--- src/rtl/gate_arbiter.sv ---
// Shares one 2-input AND gate between NREQ requesters via a 3-state IDLE/BUSY/RESP FSM.
// Define GATE_ARB_FIXED_PRI_EN for lowest-index-wins arbitration instead of round-robin.
module gate_arbiter #(
    parameter int unsigned NREQ = 4
) (
    input  logic            clk,
    input  logic            rst,
    input  logic [NREQ-1:0] req,
    input  logic [NREQ-1:0] a,
    input  logic [NREQ-1:0] b,
    output logic [NREQ-1:0] gnt,
    output logic [NREQ-1:0] rsp_valid,
    output logic            rsp_y,
    output logic            busy
);

    localparam int unsigned IW = (NREQ > 1) ? $clog2(NREQ) : 1;

    typedef enum logic [1:0] {StIdle, StBusy, StResp} state_e;

    state_e          state_q, state_d;
    logic            op_a_q, op_a_d;
    logic            op_b_q, op_b_d;
    logic [IW-1:0]   idx_q, idx_d;
    logic            rsp_y_q, rsp_y_d;
    logic            and_y;
    logic            win_found;
    logic [IW-1:0]   win_idx;
    logic            xfer;
`ifndef GATE_ARB_FIXED_PRI_EN
    logic [IW-1:0]   ptr_q, ptr_d;
`endif

    // Winner search: first requester with req high, starting at ptr (or 0 when fixed priority).
    always_comb begin
        int unsigned   cand;
        logic [IW-1:0] cand_idx;
        win_found = 1'b0;
        win_idx   = '0;
        for (int unsigned k = 0; k < NREQ; k++) begin
`ifdef GATE_ARB_FIXED_PRI_EN
            cand = k;
`else
            cand = (32'(ptr_q) + k) % NREQ;
`endif
            cand_idx = IW'(cand);
            if (!win_found && req[cand_idx]) begin
                win_found = 1'b1;
                win_idx   = cand_idx;
            end
        end
    end

    assign xfer  = (state_q == StIdle) && win_found && !rst;
    assign and_y = op_a_q & op_b_q;

    always_comb begin
        gnt = '0;
        if (xfer) begin
            gnt[win_idx] = 1'b1;
        end
        rsp_valid = '0;
        if (state_q == StResp) begin
            rsp_valid[idx_q] = 1'b1;
        end
    end

    assign busy  = (state_q == StBusy) || (state_q == StResp);
    assign rsp_y = rsp_y_q;

    always_comb begin
        state_d = state_q;
        op_a_d  = op_a_q;
        op_b_d  = op_b_q;
        idx_d   = idx_q;
        rsp_y_d = rsp_y_q;
`ifndef GATE_ARB_FIXED_PRI_EN
        ptr_d   = ptr_q;
`endif
        unique case (state_q)
            StIdle: begin
                if (xfer) begin
                    op_a_d  = a[win_idx];
                    op_b_d  = b[win_idx];
                    idx_d   = win_idx;
                    state_d = StBusy;
`ifndef GATE_ARB_FIXED_PRI_EN
                    ptr_d   = (win_idx == IW'(NREQ - 1)) ? '0 : win_idx + 1'b1;
`endif
                end
            end
            StBusy: begin
                rsp_y_d = and_y;
                state_d = StResp;
            end
            StResp:  state_d = StIdle;
            default: state_d = StIdle;
        endcase
    end

    always_ff @(posedge clk) begin
        if (rst) begin
            state_q <= StIdle;
            op_a_q  <= 1'b0;
            op_b_q  <= 1'b0;
            idx_q   <= '0;
            rsp_y_q <= 1'b0;
`ifndef GATE_ARB_FIXED_PRI_EN
            ptr_q   <= '0;
`endif
        end else begin
            state_q <= state_d;
            op_a_q  <= op_a_d;
            op_b_q  <= op_b_d;
            idx_q   <= idx_d;
            rsp_y_q <= rsp_y_d;
`ifndef GATE_ARB_FIXED_PRI_EN
            ptr_q   <= ptr_d;
`endif
        end
    end

endmodule

--- config.mk ---
export PLATFORM = sky130hd
export DESIGN_NAME = gate_arbiter
export DESIGN_NICKNAME = d
export VERILOG_FILES = /design/src/rtl/gate_arbiter.sv
export SDC_FILE = /design/constraint.sdc
export NUM_CORES = 1
export LEC_CHECK = 0
export CORE_MARGIN = 8
export CORE_UTILIZATION = 25
export CTS_CLUSTER_SIZE = 14
export DETAILED_ROUTE_END_ITERATION = 16
export GPL_ROUTABILITY_DRIVEN = 0
export PLACE_DENSITY = 0.51
export SLEW_MARGIN = 10
export SYNTH_ARGS = -nofsm -noshare
export SYNTH_HDL_FRONTEND = slang
export SYNTH_SLANG_ARGS = --single-unit
--- constraint.sdc ---
create_clock -name clk -period 1.7 [get_ports clk]
set_input_delay 0.34 -clock clk [delete_from_list [all_inputs] [get_ports clk]]
set_output_delay 0.34 -clock clk [all_outputs]
set_load 0.01 [all_outputs]
==> flow_summary.ini, run 1 <==
[synthesis]
synth-async-reset-ratio_pct = 0
yosysSeqAreaShare_pct = 30.4
synth_top_cells_by_area = dfxtp_1, ha_1, mux2i_1, nand2_1, o221ai_4
synthXorXnorAreaFrac_pct = 0
synthAdderAreaFrac_pct = 12.7
synth_seq_cells = 9
syn_area_per_cell_um2 = 8.85
synth-edff-count = 0
yosysWarningCount = 0
yosys.area.top_type = dfxtp_1
synthMuxAreaShare_pct = 8.44
yosysTopAreaCellShare_pct = 30.4
synthSimpleGateAreaFrac_pct = 22.6
synthCells = 67
synth_top_family_by_area = compound AO/OA/AOI/OAI gates
synth_ff_type = dfxtp_1
synth_area_um2 = 593
synth.distinct_cells = 26
syn_nets = 87
synth-compound-area-share_pct = 22.8

[setup_path]
slowest_stage = dfxtp_4
worstPathRequired_ns = 1.36
critPathMaxFanout = 5
critPathBufInv = 3
cp-end-kind = primary output
critical_path_class = reg -> out
crit_chain = buf_4 -> mux2i_4 -> o221ai_4 -> inv_2 -> ha_2 -> and2_1 -> buf_2
critPathLaunchType = flip-flop
critical-path-top-delay-family = flip-flops
critPathMaxStageDelay_ns = 0.36
crit_arrival_ns = 1.59

[global_route]
overflow = 0
grt_max_degree = 7
globalRouteTotalUtil_pct = 9.58
grt_first_pass_wirelength_mm = 3.29
antenna_found_initial = 0
grt_pass1_vias = 760

[timing]
max_freq_mhz = 517
worst_pin_slew_ns = 0.325
fin_skew_ns = 0.00137
post-route-period-util_pct = 114
post-route-min-period_ns = 1.93
whs_ns = 0.476
setup_ws_ns = -0.235
setup_viol = 6
relSlewSlack_pct = 78.1
tns_ns = -0.888
rsz0062_at_grt = yes
hold_viol = 0
slew_viol_final = 0

[hold_path]
hp-class = reg -> reg

[clock_network]
cts.hold.buffers_added = 0
cts_tree = built
clock-sinks = 9
clk-insertion-delay-late_ns = 0.25
cts_made_buffers = 3
cts.clk_slew.worst_paths_ns = 0.06
clockBufferDepth = 2
cts-root-buf = clkbuf_4
cts_max_level = 1

[cells_and_area]
final_core_utilization_pct = 50.1
drive_gt1_share_pct = 51.3
area_growth_pct = 88.8
fillers = 223
diodes = 0
mostFrequentLayoutCell = buf_4
mostFrequentLayoutCells = buf_4, clkdlybuf4s50_1, nand2_1
final_nets = 140

[drt]
detail_route.wl_per_cell_um = 12.6
route.detailed.drc = 0
dr.pass1.iters = 3
ant_nets = 0
routed_via_density = 4.69
vias = 689
drtIter0Drc = 17
routed_wl_mm = 1.85

[run]
cap_violations = 0

[die]
core_um2 = 2230
pin_count = 24
fp.dieW_um = 64.7
rows = 17
die_y_um = 64.7
start_util_pct = 26.6
die_area_um2 = 4190

[run_status]
outcome = finished with violations
violations = setup timing

[pwr]
peakVddDrop_mv = 0.348
cellPowerDensity_nw_per_um2 = 746
power.static_leakage_nw = 0.518

[placement]
portBuffers = 23
pre_cts_ws_ns = -0.889
post-dp-hpwl_mm = 1.43
cells by family (layout without fill, tap and decap cells):
logic type,count (synthesis),in the layout
AO/OA/AOI/OAI,16,16
buffers and inverters,5,57
flip-flops,9,9
AND/OR/NAND/NOR,26,26
adder cells (fa/ha/maj),6,6
multiplexers,5,5
worst min-delay path, delay by kind of cell, from the launching register on:
family / cells / cell delay (ns)
and+or+nand+nor: 1 / 0.06
AOI/OAI and AO/OA: 1 / 0.06
DFF: 1 / 0.31
report_power, final:
group | internal, mW | switching [mW] | total [mW]
sequential | 0.244 | 0.0255 | 0.269
combinational | 0.228 | 0.176 | 0.404
clock | 0.0903 | 0.0722 | 0.163
flip-flops by register name, summed over array words and instances (netlist names):
signal and count:
rsp_y 1, ptr_q 2, op_a_q 1, op_b_q 1, state_q 2, idx_q 2
cell usage after synthesis (all sizes together) (2+ instances only):
master / n
nand3: 3
nand2: 10
a21oi: 6
nor2: 4
dfxtp: 9
mux2i: 5
a22o: 3
ha: 6
inv: 5
and3: 2
a32o: 2
worst paths after layout:
| path | start | endpoint | slack, ns | cells after the start |
|---|---|---|---|---|
| max | ptr_q[1] | gnt[3] | -0.23 | 7 |
| min | op_b_q | rsp_y | 0.48 | 2 |
| max reg2reg | ptr_q[1] | op_a_q | -0.05 | 8 |
| min reg2reg | op_b_q | rsp_y | 0.48 | 2 |
per-layer routing:
layer	global-route usage, %	part of all wire (%)	up-vias
met3	2.41	5.1	4
li1	-	-	349
met4	6.81	2.7	0
met2	14.9	48	21
met1	11.2	44	315
met5	0	0	-
repair_timing:
action | 4_1_cts | 5_1_grt
pin swaps | 6 | 2
gates resized for setup | 59 | 10
setup buffers | 3 | 2
setup endpoints to repair | 14 | 9
endpoints found under the hold margin | 0 | 0
layout make-up:
type                            count  area [um2]  share of cell area [%]
Tap cell                           28        35.0                    3.13
Timing Repair Buffer               48         377                    33.6
Multi-Input combinational cell     53         478                    42.7
Sequential cell                     9         185                    16.5
Inverter                            5        18.8                    1.68
Clock buffer                        4        26.3                    2.35
metrics by stage:
step | std cells | power, mW | cell area (um2)
6_report | 147 | 0.836 | 1120
5_1_grt | 147 | 0.901 | 1120
4_1_cts | 145 | 0.810 | 1090
3_5_place_dp | 138 | 0.602 | 1010
3_3_place_gp | 138 | 0.600 | 1010
2_1_floorplan | 67 | 0.420 | 593
(Power assumes the default switching activity.)
==> run 2, diff against run 1 <==
- CORE_UTILIZATION: 25 -> 35
- PLACE_DENSITY: 0.51 -> 0.7
==> run 2 against run 1 <==
Against the previous run:
- the run still ends with setup timing left
- clock power increased by 2%
- non-clock buffer count unchanged
- register-to-register slack about the same
- clock skew decreased by 0.00054 ns
- total power increased by 0.18%
- critical path depth decreased by 1
- sequential power about the same
- die area decreased by 22%
- core utilization increased by 16 points
==> flow_summary.ini, run 2 (synthesized netlist as in run 1, its figures left out) <==
[run_status]
outcome = finished with violations
violations = setup timing

[cells_and_area]
top_regs = idx_q (2), ptr_q (2), state_q (2)
final_core_utilization_pct = 66.4
drive_gt1_share_pct = 47.9
mostFrequentLayoutCells = buf_4, clkdlybuf4s50_1, nand2_1
final_nets = 140
area_growth_pct = 84.8
diodes = 0
mostFrequentLayoutCell = buf_4
fin_area_um2 = 1100

[global_route]
antenna_found_initial = 0
overflow = 0
grt_max_degree = 7
grt_first_pass_wirelength_mm = 3.06
globalRouteTotalUtil_pct = 11.4
grt_pass1_vias = 725

[clock_network]
cts_tree = built
cts_max_level = 1
cts.hold.buffers_added = 0
cts_made_buffers = 3
cts.clk_slew.worst_paths_ns = 0.06
cts-root-buf = clkbuf_4
clockBufferDepth = 2
clk-insertion-delay-late_ns = 0.26
clock-sinks = 9

[pwr]
power.static_leakage_nw = 0.522
cellPowerDensity_nw_per_um2 = 764
peakVddDrop_mv = 0.379

[die]
die_area_um2 = 3270
start_util_pct = 35.9
fp.dieW_um = 57.2
pin_count = 24
die_y_um = 57.2
rows = 15
core_um2 = 1650

[setup_path]
critical_path_class = reg -> out
worstPathRequired_ns = 1.36
crit_arrival_ns = 1.55
critPathLaunchType = flip-flop
critPathMaxFanout = 5
rrSetupSlack_ns = -0.04
slowest_stage = or3b_4
cp-end-kind = primary output
crit_chain = or3b_4 -> o221ai_4 -> inv_2 -> ha_4 -> and2_4 -> buf_6
critPathMaxStageDelay_ns = 0.38

[drt]
routed_wl_mm = 1.84
vias = 692
route.detailed.drc = 0
routed_via_density = 5.09
dr.pass1.iters = 4
drtIter0Drc = 4
ant_nets = 0
detail_route.wl_per_cell_um = 13.6

[timing]
max_freq_mhz = 528
relSlewSlack_pct = 80.0
fin_skew_ns = 0.000832
worst_pin_slew_ns = 0.298
rsz0062_at_grt = yes
setup_viol = 6
slew_viol_final = 0
post-route-period-util_pct = 111
hold_viol = 0
setup_ws_ns = -0.193
post-route-min-period_ns = 1.89
tns_ns = -0.768

[placement]
portBuffers = 23
post-dp-hpwl_mm = 1.42
dpl_cell_area_um2 = 987

[run]
cap_violations = 0

[hold_path]
hp-class = reg -> reg
run 2: cell types whose count changed in the layout (fill, tap and decap cells not counted), moves of 2 or more:
cell,previous run,this run
a21oi_2,3,1
a21oi_1,3,5
nor2_1,1,3
clkdlybuf4s15_1,0,2
run 2: path summary, 6_finish.rpt:
kind / cells after the start / from / to
setup / recovery: 6 / ptr_q[1] / gnt[3]
hold / removal: 1 / op_a_q / op_a_q
setup reg to reg: 7 / ptr_q[1] / op_a_q
hold reg to reg: 1 / op_a_q / op_a_q
run 2: metal layers:
layer  wire length [um]  GRT usage (%)  vias to the layer above
li1                   -              -                      350
met2                960           20.2                       25
met1                767           12.0                      315
met5                  0              0                        -
met4                  8           6.04                        0
met3                106           2.88                        2
run 2: cell type report:
cell class / count / area (um2)
fill: 149 / 556
multi-input combinational: 53 / 454
timing repair buffer: 48 / 389
sequential: 9 / 186
clock buffer: 4 / 26.3
tap: 17 / 21.3
inverter: 5 / 18.8
run 2: where the power goes:
part           internal [mW]  leakage (nW)  switching (mW)
Clock                 0.0906        0.0150          0.0763
Sequential             0.245        0.0754          0.0263
Combinational          0.235         0.432           0.165
Total                  0.570         0.522           0.267
run 2: worst max-delay path, delay by kind of cell, from the launching register on:
family                     cells  cell delay [ns]
DFF                            1             0.36
and+or+nand+nor                2             0.51
adders and majority gates      1             0.15
AOI/OAI and AO/OA              1             0.08
buffers and inverters          2             0.19
run 2: what timing repair did:
action                                  in CTS  in global routing
pin swaps                                    5                  0
endpoints found under the setup margin      14                  8
gates resized for setup                     61                  4
buffers inserted                             4                  2
run 2: through the flow:
step | setup WS [ns] | hold WS (ns) | power (mW) | std cells
5_1_grt | -0.246 | 0.507 | 0.892 | 136
3_5_place_dp | -0.897 | 0.460 | 0.601 | 126
2_1_floorplan | 0.0314 | 0.409 | 0.420 | 67
6_report | -0.193 | 0.473 | 0.837 | 136
3_3_place_gp | -0.855 | 0.455 | 0.594 | 126
4_1_cts | -0.200 | 0.474 | 0.828 | 134
==> run 3, diff against run 2 <==
- GPL_TIMING_DRIVEN: unset -> 0
==> run 3 against run 2 <==
Against the previous run:
- the flow still finishes with violations (setup timing)
- cell count down 10%
- wire length down 0.81%
- clock power down 5%
- sequential power up 3%
- critical path type unchanged
- critical endpoint unchanged
- largest power group unchanged
==> flow_summary.ini, run 3 (synthesized netlist as in run 1, its figures left out) <==
[run_status]
outcome = finished with violations
violations = setup timing

[setup_path]
critical-path-top-delay-family = simple AND/OR/NAND/NOR gates
rrSetupSlack_ns = -0.09
cp-end-kind = primary output
worstPathRequired_ns = 1.36
reg2reg_depth = 7
crit_end = gnt[3]
critPathMaxFanout = 5
path_depth = 6
critPathLaunchType = flip-flop
crit_arrival_ns = 1.59
slowest_stage = or3b_4
r2r_end = op_b_q
critPathBufInv = 2
crit_start = ptr_q[1]
r2r-start = ptr_q[1]
crit_chain = or3b_4 -> o221ai_4 -> inv_2 -> ha_2 -> and2_1 -> buf_2
critPathMaxStageDelay_ns = 0.38
critical_path_class = reg -> out

[timing]
relSlewSlack_pct = 69.0
slew_viol_final = 0
hold_viol = 0
tns_ns = -0.895
post-route-period-util_pct = 113
setup_ws_ns = -0.229
setup_viol = 6
max_freq_mhz = 518
worst_pin_slew_ns = 0.460
fin_skew_ns = 0.00199
post-route-min-period_ns = 1.93
rsz0062_at_grt = yes
whs_ns = 0.441

[global_route]
globalRouteTotalUtil_pct = 11.6
grt_first_pass_wirelength_mm = 3.02
grt_pass1_vias = 666
antenna_found_initial = 0
overflow = 0
grt_max_degree = 7

[clock_network]
clock-sinks = 9
cts_tree = built
clk-insertion-delay-late_ns = 0.25
cts.clk_slew.worst_paths_ns = 0.06
cts_made_buffers = 3
cts-root-buf = clkbuf_4
cts_max_level = 1
clockBufferDepth = 2

[pwr]
p_int_mw = 0.526
combPwrFrac_pct = 44.3
switchingPower_mw = 0.258
seqPwrFrac_pct = 35.4
p_total_mw = 0.784
peakVddDrop_mv = 0.379
swShare_pct = 32.9
power.static_leakage_nw = 0.445
cellPowerDensity_nw_per_um2 = 789
clockPowerShare_pct = 20.3

[run]
cap_violations = 0

[die]
die_y_um = 57.2
rows = 15
die_area_um2 = 3270
start_util_pct = 35.9
fp.dieW_um = 57.2
core_um2 = 1650
pin_count = 24

[placement]
pre_cts_ws_ns = -1.10
post-dp-hpwl_mm = 1.27
dp_cells = 107
portBuffers = 23

[cells_and_area]
diodes = 0
final_nets = 126
drive_gt1_share_pct = 46.7
final_cells = 122
mostFrequentLayoutCells = clkdlybuf4s50_1, buf_4, nand2_1
top_regs = idx_q (2), ptr_q (2), state_q (2)
mostFrequentLayoutCell = clkdlybuf4s50_1
fillers = 150
area_growth_pct = 67.5

[drt]
route.detailed.drc = 0
ant_nets = 0
drtIter0Drc = 3
detail_route.wl_per_cell_um = 15.0
dr.pass1.iters = 4
routed_wl_mm = 1.83
routed_via_density = 5.25
vias = 641

[hold_path]
hp-class = in -> reg
holdCritStartpoint = req[3]
run 3: through the flow:
step / instance area [um2] / utilization, %
2_1_floorplan: 593 / -
3_3_place_gp: 845 / 51.1
3_5_place_dp: 845 / 51.1
4_1_cts: 948 / 57.4
5_1_grt: 993 / 60.2
6_report: 993 / 60.2
run 3: layout make-up:
class	instances	area, um2	area share [%]
Multi-Input combinational cell	53	463	46.6
Timing Repair Buffer	34	277	27.8
Sequential cell	9	188	18.9
Clock buffer	4	26.3	2.64
Tap cell	17	21.3	2.14
Inverter	5	18.8	1.89
run 3: what timing repair did:
| item | 4_1_cts | 5_1_grt |
|---|---|---|
| setup endpoints to repair | 13 | 10 |
| buffers inserted | 6 | 5 |
| hold buffers | 0 | 0 |
| pin swaps | 5 | 2 |
| gates resized for setup | 59 | 14 |
run 3: routing by layer:
layer  GRT usage [%]  vias to the layer above  wire length, um
met4            9.06                        0               36
li1                -                      323                -
met1            12.2                      295              775
met5               0                        -                0
met2            19.7                       21              917
met3            2.22                        2               99
run 3: worst min path at each step:
stage / endpoint / slack (ns) / cells past startpoint
after global routing: state_q[0] / 0.43 / 4
after floorplan: rsp_y / 0.41 / 1
after global placement: rsp_y / 0.46 / 2
after CTS: state_q[0] / 0.42 / 4
final: state_q[1] / 0.44 / 4
after detailed placement: op_a_q / 0.46 / 1
run 3: power groups by stage:
stage | clock network (mW) | logic (mW) | registers, mW
after global placement | 0 | 0.242 | 0.274
after detailed placement | 0 | 0.248 | 0.275
final | 0.159 | 0.347 | 0.278
after CTS | 0.169 | 0.295 | 0.278
after floorplan | 0 | 0.152 | 0.267
after global routing | 0.186 | 0.378 | 0.283
run 3: worst reg2reg max path: stages (launching register included):
cell      delay (ns)
dfxtp_4         0.36
or3b_4          0.39
o221ai_4        0.09
buf_4           0.15
buf_4           0.14
mux2i_2         0.23
nand2_1         0.07
a32o_1          0.25
